[config.mk]
export PLATFORM = sky130hd
export DESIGN_NAME = ru_scheduler
export DESIGN_NICKNAME = d
export VERILOG_FILES = /design/src/rtl/ru_scheduler_pkg.sv /design/src/rtl/ru_alloc_scan.sv /design/src/rtl/ru_scheduler.sv
export SDC_FILE = /design/constraint.sdc
export NUM_CORES = 1
export LEC_CHECK = 0
export CAP_MARGIN = 20
export CORE_MARGIN = 5
export CORE_UTILIZATION = 46
export CTS_CLUSTER_DIAMETER = 60
export DETAILED_ROUTE_END_ITERATION = 6
export GPL_TIMING_DRIVEN = 0
export PLACE_DENSITY = 0.81
export SYNTH_ARGS = -nofsm -noshare
export SYNTH_HDL_FRONTEND = slang
export SYNTH_SLANG_ARGS = --single-unit
[constraint.sdc]
create_clock -name clk -period 1.7 [get_ports clk]
set_clock_uncertainty 0.2 [all_clocks]
set_input_delay 0.51 -clock clk [delete_from_list [all_inputs] [get_ports clk]]
set_output_delay 0.51 -clock clk [all_outputs]
set_load 0.02 [all_outputs]
[src/rtl/ru_scheduler_pkg.sv]
// Shared definitions for the redundant-unit scheduler: FSM state encoding and width helpers.
// Width macros guard against a zero-width index when a dimension is 1.
`ifndef RU_SCHEDULER_PKG_SV
`define RU_SCHEDULER_PKG_SV

`define RU_CB_W(cols)  (((cols) > 1) ? $clog2(cols) : 1)
`define RU_ROW_W(rows) (((rows) > 1) ? $clog2(rows) : 1)

package ru_scheduler_pkg;

  typedef enum logic [2:0] {
    ST_IDLE   = 3'd0,
    ST_SCAN   = 3'd1,
    ST_MAPPED = 3'd2,
    ST_LOAD   = 3'd3,
    ST_STREAM = 3'd4,
    ST_DONE   = 3'd5
  } ru_state_e;

endpackage

`endif

[src/rtl/ru_alloc_scan.sv]
// One scan step: OR-reduce the selected column of the fault matrix and, if faulty,
// give it the next free redundant unit (or flag overflow when all units are taken).
module ru_alloc_scan
  import ru_scheduler_pkg::*;
#(
  parameter int ROWS   = 4,
  parameter int COLS   = 4,
  parameter int NUM_RU = 4,
  parameter int CB     = 2,
  parameter int AW     = 3,
  parameter int NW     = 3
) (
  input  logic [ROWS*COLS-1:0] fault_mat,
  input  logic [CB-1:0]        col,
  input  logic [NUM_RU-1:0]    ru_en_i,
  input  logic [NUM_RU*CB-1:0] map_i,
  input  logic [AW-1:0]        cnt_i,
  input  logic [NW-1:0]        nfault_i,
  input  logic                 ovf_i,
  output logic [NUM_RU-1:0]    ru_en_o,
  output logic [NUM_RU*CB-1:0] map_o,
  output logic [AW-1:0]        cnt_o,
  output logic [NW-1:0]        nfault_o,
  output logic                 ovf_o
);

  logic [COLS-1:0] col_fault_vec;
  logic            col_fault;

  always_comb begin
    col_fault_vec = '0;
    for (int c = 0; c < COLS; c++) begin
      for (int r = 0; r < ROWS; r++) begin
        col_fault_vec[c] = col_fault_vec[c] | fault_mat[r*COLS + c];
      end
    end
  end

  assign col_fault = col_fault_vec[col];

  // Units are handed out in ascending order, so the allocated count is also the next free slot.
  always_comb begin
    ru_en_o  = ru_en_i;
    map_o    = map_i;
    cnt_o    = cnt_i;
    nfault_o = nfault_i;
    ovf_o    = ovf_i;
    if (col_fault) begin
      nfault_o = nfault_i + 1'b1;
      if (cnt_i == AW'(NUM_RU)) begin
        ovf_o = 1'b1;
      end else begin
        for (int k = 0; k < NUM_RU; k++) begin
          if (cnt_i == AW'(k)) begin
            ru_en_o[k]        = 1'b1;
            map_o[k*CB +: CB] = col;
          end
        end
        cnt_o = cnt_i + 1'b1;
      end
    end
  end

endmodule

[src/rtl/ru_scheduler.sv]
// Redundant-unit scheduler: maps faulty systolic columns onto spare units and sequences recompute.
// Define BISR_STICKY_FAULT_EN to OR-accumulate fault matrices across STW runs until reset.
//   state     | meaning
//   IDLE      | nothing mapped since reset
//   SCAN      | one column examined per cycle, tables rebuilt
//   MAPPED    | allocation stable, waiting for mm_start or a new STW result
//   LOAD      | spare units load weights, one row per cycle
//   STREAM    | spare units stream outputs, one row per cycle
//   DONE      | one-cycle completion pulse
module ru_scheduler
  import ru_scheduler_pkg::*;
#(
  parameter  int ROWS   = 4,
  parameter  int COLS   = 4,
  parameter  int NUM_RU = 4,
  localparam int CB     = `RU_CB_W(COLS),
  localparam int RW     = `RU_ROW_W(ROWS),
  localparam int NW     = $clog2(COLS + 1)
) (
  input  logic                 clk,
  input  logic                 rst,
  input  logic                 stw_complete,
  input  logic [ROWS*COLS-1:0] stw_result_mat,
  input  logic                 mm_start,
  output logic [NUM_RU-1:0]    ru_en,
  output logic [NUM_RU*CB-1:0] ru_col_mapping,
  output logic [NUM_RU-1:0]    ru_set_stationary,
  output logic [NUM_RU-1:0]    ru_fsm_out_sel,
  output logic [RW-1:0]        ru_row_idx,
  output logic                 map_valid,
  output logic                 fault_overflow,
  output logic [NW-1:0]        num_faulty_cols,
  output logic                 mm_busy,
  output logic                 mm_done
);

  localparam int AW = $clog2(NUM_RU + 1);

  ru_state_e               state_q, state_d;
  logic                    stw_q, stw_rise;
  logic                    pend_q, pend_d;
  logic [CB-1:0]           col_q, col_d;
  logic [RW-1:0]           row_q, row_d;
  logic [ROWS*COLS-1:0]    fault_q, fault_d;
  logic [NUM_RU-1:0]       ru_en_q, ru_en_d, alloc_en;
  logic [NUM_RU*CB-1:0]    map_q, map_d, alloc_map;
  logic [AW-1:0]           cnt_q, cnt_d, alloc_cnt;
  logic [NW-1:0]           nfault_q, nfault_d, alloc_nfault;
  logic                    ovf_q, ovf_d, alloc_ovf;
  logic                    map_valid_q, map_valid_d;
  logic                    start_scan;

  assign stw_rise = stw_complete & ~stw_q;

  ru_alloc_scan #(
    .ROWS(ROWS), .COLS(COLS), .NUM_RU(NUM_RU), .CB(CB), .AW(AW), .NW(NW)
  ) u_alloc (
    .fault_mat (fault_q),
    .col       (col_q),
    .ru_en_i   (ru_en_q),
    .map_i     (map_q),
    .cnt_i     (cnt_q),
    .nfault_i  (nfault_q),
    .ovf_i     (ovf_q),
    .ru_en_o   (alloc_en),
    .map_o     (alloc_map),
    .cnt_o     (alloc_cnt),
    .nfault_o  (alloc_nfault),
    .ovf_o     (alloc_ovf)
  );

  always_comb begin
    state_d     = state_q;
    pend_d      = pend_q;
    col_d       = col_q;
    row_d       = row_q;
    fault_d     = fault_q;
    ru_en_d     = ru_en_q;
    map_d       = map_q;
    cnt_d       = cnt_q;
    nfault_d    = nfault_q;
    ovf_d       = ovf_q;
    map_valid_d = map_valid_q;
    start_scan  = 1'b0;
`ifdef BISR_STICKY_FAULT_EN
    if (stw_rise) fault_d = fault_q | stw_result_mat;
`else
    if (stw_rise) fault_d = stw_result_mat;
`endif
    unique case (state_q)
      ST_IDLE: begin
        if (stw_rise) start_scan = 1'b1;
      end
      ST_SCAN: begin
        if (stw_rise) begin
          start_scan = 1'b1;
        end else begin
          ru_en_d  = alloc_en;
          map_d    = alloc_map;
          cnt_d    = alloc_cnt;
          nfault_d = alloc_nfault;
          ovf_d    = alloc_ovf;
          if (col_q == CB'(COLS - 1)) begin
            state_d     = ST_MAPPED;
            map_valid_d = 1'b1;
            col_d       = '0;
          end else begin
            col_d = col_q + 1'b1;
          end
        end
      end
      ST_MAPPED: begin
        if (stw_rise) begin
          start_scan = 1'b1;
        end else if (mm_start) begin
          row_d   = '0;
          state_d = (ru_en_q != '0) ? ST_LOAD : ST_DONE;
        end
      end
      ST_LOAD: begin
        if (stw_rise) pend_d = 1'b1;
        if (row_q == RW'(ROWS - 1)) begin
          row_d   = '0;
          state_d = ST_STREAM;
        end else begin
          row_d = row_q + 1'b1;
        end
      end
      ST_STREAM: begin
        if (stw_rise) pend_d = 1'b1;
        if (row_q == RW'(ROWS - 1)) begin
          row_d   = '0;
          state_d = ST_DONE;
        end else begin
          row_d = row_q + 1'b1;
        end
      end
      ST_DONE: begin
        if (pend_q || stw_rise) start_scan = 1'b1;
        else                    state_d    = ST_MAPPED;
      end
      default: state_d = ST_IDLE;
    endcase
    // Any rescan, including one deferred behind a recompute, starts from a clean table.
    if (start_scan) begin
      state_d     = ST_SCAN;
      pend_d      = 1'b0;
      col_d       = '0;
      row_d       = '0;
      ru_en_d     = '0;
      map_d       = '0;
      cnt_d       = '0;
      nfault_d    = '0;
      ovf_d       = 1'b0;
      map_valid_d = 1'b0;
    end
  end

  always_ff @(posedge clk or negedge rst) begin
    if (!rst) begin
      state_q     <= ST_IDLE;
      stw_q       <= 1'b0;
      pend_q      <= 1'b0;
      col_q       <= '0;
      row_q       <= '0;
      fault_q     <= '0;
      ru_en_q     <= '0;
      map_q       <= '0;
      cnt_q       <= '0;
      nfault_q    <= '0;
      ovf_q       <= 1'b0;
      map_valid_q <= 1'b0;
    end else begin
      state_q     <= state_d;
      stw_q       <= stw_complete;
      pend_q      <= pend_d;
      col_q       <= col_d;
      row_q       <= row_d;
      fault_q     <= fault_d;
      ru_en_q     <= ru_en_d;
      map_q       <= map_d;
      cnt_q       <= cnt_d;
      nfault_q    <= nfault_d;
      ovf_q       <= ovf_d;
      map_valid_q <= map_valid_d;
    end
  end

  assign ru_en             = ru_en_q;
  assign ru_col_mapping    = map_q;
  assign num_faulty_cols   = nfault_q;
  assign fault_overflow    = ovf_q;
  assign map_valid         = map_valid_q;
  assign ru_set_stationary = (state_q == ST_LOAD)   ? ru_en_q : '0;
  assign ru_fsm_out_sel    = (state_q == ST_STREAM) ? ru_en_q : '0;
  assign ru_row_idx        = (state_q == ST_LOAD || state_q == ST_STREAM) ? row_q : '0;
  assign mm_busy           = (state_q == ST_LOAD || state_q == ST_STREAM || state_q == ST_DONE);
  assign mm_done           = (state_q == ST_DONE);

endmodule
* After elaboration in Yosys (flattened, before gate mapping) *
Cells that the tools add are included.

operators by class
  add/sub/neg operators = 4
  multipliers = 0
  divide/modulo/power cells = 0
  magnitude comparators = 1
  equality and inequality tests = 21
  shift-type cells = 0
  muxes and demuxes = 66
  bitwise operators = 14
  reductions and logical operators = 31

operator list
  operator               count
  $mux W3                18
  $mux W8                5
  $mux W4                7
  $mux W2                13
  $ne A3 B3 Y1 const B   7
  $reduce_and A5 Y1      4
  $reduce_bool A2 Y1     10
  $mux W1                19
  $pmux W3 S6            1
  $eq A3 B2 Y1 const B   4
  $or A1 B1 Y1           12
  $eq A3 B3 Y1 const B   3
  $reduce_and A3 Y1      3
  $reduce_and A4 Y1      2
  $reduce_and A8 Y1      1
  $add A3 B1 Y3 const B  2
  $eq A3 B1 Y1 const B   2
  $logic_not A3 Y1       2
  $add A2 B1 Y2 const B  2
  $eq A2 B2 Y1 const B   2
  $ne A2 B2 Y1 const B   2
  $pmux W2 S2            1
  $reduce_and A2 Y1      2
  $reduce_bool A4 Y1     1
  other kinds (10)       12

word-level totals
  flip-flop bits (word level) = 45
  latch bits = 0
  RAM bits = 0
  bits in read-only memories = 0
  input bits = 20
  output and inout bits = 29
  logic and storage cells = 155
  memories kept = 0

* Logic depth before layout (Yosys ltp) *
  depth in word-level cells = 9
  mapped depth = 8
  gate-level depth less buffers = 6

* Cells and area by module *
From an unflattened synthesis, not the netlist that was laid out.

second synthesis, totals
  cells, all modules = 275
  area, all modules = 2397.3 um2

modules (own cells, without submodules)
  module         instances  cells each  area an instance (um2)  sequential area each (um2)
  ru_scheduler   1          223         1978.1                  1126.1
  ru_alloc_scan  1          52          419.2                   0.0

* Worst setup path before layout *
OpenSTA, ideal clock, no wires.

  path type = register to output
  start = reg state_q[0]
  end = out ru_row_idx[0]
  data arrival time = 1.275 ns
  data required time = 0.990 ns
  slack = -0.285 ns
  stages on the path, launching flop included = 6
  path buffers = 1
  cell sequence = dfrtp_1 > inv_2 > buf_2 > nor3b_2 > or2_1 > and2_1

between the ends
  cells in the longest elaborated chain, start to end = 3
  elaborated cells between the ends (all ways) = 4
  classes of those cells = 2 x eq/ne; 1 x mux; 1 x reduce/logical

ends and longest elaborated chain
  what                                          line                 text
  from (decl)                                   ru_scheduler.sv:39   ru_state_e state_q, state_d;
  from (signal assigned)                        ru_scheduler.sv:174  state_q <= state_d;
  $eq A3 B2 Y1 or $eq A3 B3 Y1 (tied branches)  ru_scheduler.sv:196  assign ru_row_idx = (state_q == ST_LOAD || state_q == ST_STREAM) ? row_q : '0;
  $logic_or A1 B1 Y1 (*)                        ru_scheduler.sv:196
  $mux W2 (*)                                   ru_scheduler.sv:196
  to (decl)                                     ru_scheduler.sv:29   output logic [RW-1:0] ru_row_idx,

Mark *: on every way between the ends. The rest lies on a longest branch, timed or not.

* Worst setup path in the final report *
  start = reg state_q[1]
  end = out ru_row_idx[0]

The elaborated chain is that of the path after synthesis.

==> flow_metrics.py <==
metrics = {
    "status": {
        "status": "complete, but fails checks",
        "violations": "negative setup slack",
    },
    "placement": {
        "dpl-instance-area_mm2": 0.00295,
        "dp_hpwl_mm": 4.05,
        "routabilityCongestion": 0.891,
        "dpl_worst_slack_ps": -982,
        "place.port_buffers": 48,
    },
    "routing": {
        "met1_length_mm": 3.34,
        "drtAntennaViolNets": 0,
        "vias": 2434,
        "drt-wirelength-per-cell_um": 19.6,
        "met2_length_mm": 4.16,
        "highest_layer": "met4",
        "met3_length_um": 511,
        "drt_pass1_iterations": 4,
        "drt_iter0_drc": 204,
        "drc": 0,
        "via_per_inst": 5.73,
        "wirelength_mm": 8.33,
    },
    "finish": {
        "num_antenna_cells": 0,
        "nets": 385,
        "fill_cells": 322,
        "register_area_mm2": 0.00113,
        "syn2layout_area_growth_pct": 62.2,
        "drive_above_1_share": 0.466,
        "multiInputGateArea_mm2": 0.00149,
        "design_area_mm2": 0.00377,
    },
    "worst_setup_path": {
        "r2r-start": "state_q[1]",
        "worstPathCellList": "buf_6 -> nor3b_4 -> or2_4 -> and2_4 -> buf_6",
        "path_common_cell": "buf_6",
        "cp-start-kind": "register",
        "startpoint": "state_q[1]",
        "crit_family": "simple AND/OR/NAND/NOR gates",
        "worstPathMaxFanout": 4,
        "path_class": "reg2out",
        "cpPeakStageDelay_ps": 450,
        "worstPathRequired_ps": 990,
        "slowest_stage": "dfrtp_2",
        "cp-end-kind": "output port",
        "cp_num_buf_inv": 2,
        "cp.arrival_ps": 1570,
    },
    "timing": {
        "worst_pin_slew_ps": 565,
        "setup_ws_ps": -581,
        "rsz0062_at_grt": "true",
        "whs_ps": 175,
        "relSlewSlack": 0.620,
        "finalMaxSlewViolations": 0,
        "layout_worst_path_cycle_share": 1.34,
        "hold_viol_final": 0,
        "fmaxAchievable_mhz": 438,
        "setup_viol_count_final": 39,
        "fin_crit_ps": 2280,
        "fin_setup_tns_ps": -13910,
    },
    "clock_tree": {
        "cts_tree": "built",
        "clkTransAtPathRegs_ps": 80,
        "cts_made_buffers": 5,
        "clk_latency_ps": 310,
        "htree_num_levels": 2,
        "clock_path_buffers": 2,
        "clock-sinks": 45,
        "cts_root_buf": "clkbuf_8",
    },
    "synth": {
        "synthTopCellsByCount": "nand2_1 (63), dfrtp_1 (45), a21oi_1 (21)",
        "synth_cells": 264,
        "synthFlopType": "dfrtp_1",
        "synth_edf_count": 0,
        "syn_area_mm2": 0.00233,
        "synth_nets": 292,
        "ys_seq_elements": 45,
        "syn_avg_cell_area_um2": 8.81,
        "yosysWarnings": 0,
        "synth_top_cell_by_area": "dfrtp_1",
        "yosysMostFrequentCell": "nand2_1",
        "yosysSeqAreaShare": 0.484,
        "yosysTopAreaCellShare": 0.484,
        "async_reset_ff_frac": 1.00,
        "synth.area.top_cells": "dfrtp_1 (48%), nand2_1 (10%), a21oi_1 (4.5%)",
        "ys_types": 43,
    },
    "power": {
        "p_leak_nw": 1.76,
        "pwr-share-seq": 0.298,
        "p_int_mw": 3.00,
        "power_switching_mw": 1.91,
        "power_frac_clock": 0.198,
        "cellPowerDensity_mw_per_mm2": 1300,
        "peakVddDrop_v": 0.000634,
        "swShare": 0.389,
        "total_power_mw": 4.90,
        "p_comb_frac": 0.505,
    },
    "global_routing": {
        "grt_pass1_vias": 2375,
        "grt_max_degree": 31,
        "grt_pass1_wl_mm": 11.9,
        "overflow": 0,
        "antenna_found_initial": 0,
        "grt.total_usage": 0.241,
    },
    "min_path": {
        "hold_path.class": "in2reg",
        "holdCritStartpoint": "stw_complete",
    },
    "floorplanning": {
        "die_h_um": 81.1,
        "io_pins": 49,
        "die-area_mm2": 0.00658,
        "core_area_mm2": 0.00482,
        "rows": 25,
        "start_util": 0.483,
        "die_x_um": 81.1,
    },
    "job": {
        "maxCapViolCount": 0,
    },
}
## layout make-up
| class | instances | share of cell area |
|---|---|---|
| clock buffers | 5 | 0.0182 |
| repair buffers | 86 | 0.203 |
| flip-flops and latches | 45 | 0.299 |
| inverters | 4 | 0.00464 |
| well taps | 67 | 0.0222 |
| multi-input cells | 199 | 0.396 |
| plain buffers | 16 | 0.0398 |
| clock inverters | 3 | 0.0172 |
## worst reg2reg max path: cells and delay by family (launching register included)
| family | cells | cell delay [ps] |
|---|---|---|
| AO/OA/AOI/OAI | 1 | 110 |
| buffers and inverters | 4 | 590 |
| AND/OR/NAND/NOR | 3 | 680 |
| flip-flops | 1 | 450 |
## metal layers
layer / global-route usage / up-vias
met1: 0.289 / 1172
met2: 0.423 / 138
li1: - / 1093
met4: 0.105 / 0
met3: 0.0410 / 31
met5: 0 / -
## layout by cell type, fill, tap and decap left out, drive strengths merged
cell / n
buf: 70
nand2: 63
dfrtp: 45
a21oi: 21
clkbuf: 18
o21ai: 17
clkdlybuf4s50: 16
nand3: 15
nor2: 13
and3: 13
and2: 9
ha: 8
inv: 4
nor4: 4
or3: 4
nor2b: 4
nor3: 4
or2: 3
nand3b: 3
nand2b: 2
a22o: 2
mux2i: 2
bufinv: 2
o31ai: 2
nor3b: 1
nor4b: 1
a211oi: 1
a2bb2oi: 1
o211ai: 1
mux2: 1
a31oi: 1
or3b: 1
o21a: 1
o311ai: 1
clkinv: 1
dlygate4sd3: 1
dlygate4sd2: 1
clkdlybuf4s15: 1
## per-stage QoR
stage                     utilization  cells
final                           0.783    425
after global routing            0.783    425
after detailed placement        0.612    380
after CTS                       0.729    413
after floorplan                     -    264
after global placement          0.609    379
## power groups by stage
stage	combinational, mW	sequential, mW	clock (mW)
floorplan	0.861	1.46	0
global placement	1.32	1.42	0
detailed placement	1.37	1.43	0
CTS	1.96	1.42	0.960
global route	2.61	1.48	1.03
finish	2.47	1.46	0.970
## flip-flops by register name, indices dropped and copies added, names as in the netlist
signal / count
state_q: 3
fault_overflow: 1
pend_q: 1
map_valid: 1
ru_col_mapping: 8
col_q: 2
cnt_q: 3
ru_en: 4
fault_q: 16
num_faulty_cols: 3
row_q: 2
stw_q: 1
## cell families (layout without fill, tap and decap cells)
| logic type | count (synthesis) | after routing | share of synthesized area |
|---|---|---|---|
| muxes | 3 | 3 | 0.0134 |
| AOI/OAI and AO/OA | 48 | 48 | 0.116 |
| DFF | 45 | 45 | 0.484 |
| buffers and inverters | 20 | 114 | 0.0457 |
| adders and majority gates | 8 | 8 | 0.0430 |
| and+or+nand+nor | 140 | 140 | 0.298 |
## path summary, 6_finish.rpt
check	slack [ps]	cells after the start	end
worst max-delay path	-580	5	ru_row_idx[0]
worst min-delay path	180	1	stw_q
worst max register to register	-390	8	num_faulty_cols[2]
worst min register to register	280	2	fault_q[14]
max in group asynchronous	350	3	state_q[1]
min in group asynchronous	450	2	fault_q[6]
## what timing repair did
| item | 4_1_cts | 5_1_grt |
|---|---|---|
| endpoints found under the hold margin | 15 | 0 |
| pin swaps | 23 | 23 |
| gates resized for setup | 182 | 76 |
| endpoints found under the setup margin | 67 | 62 |
| setup buffers | 21 | 14 |
| gates cloned | 3 | 0 |
| hold buffers | 1 | 0 |
Note: power is estimated with default switching activity, not from simulation.
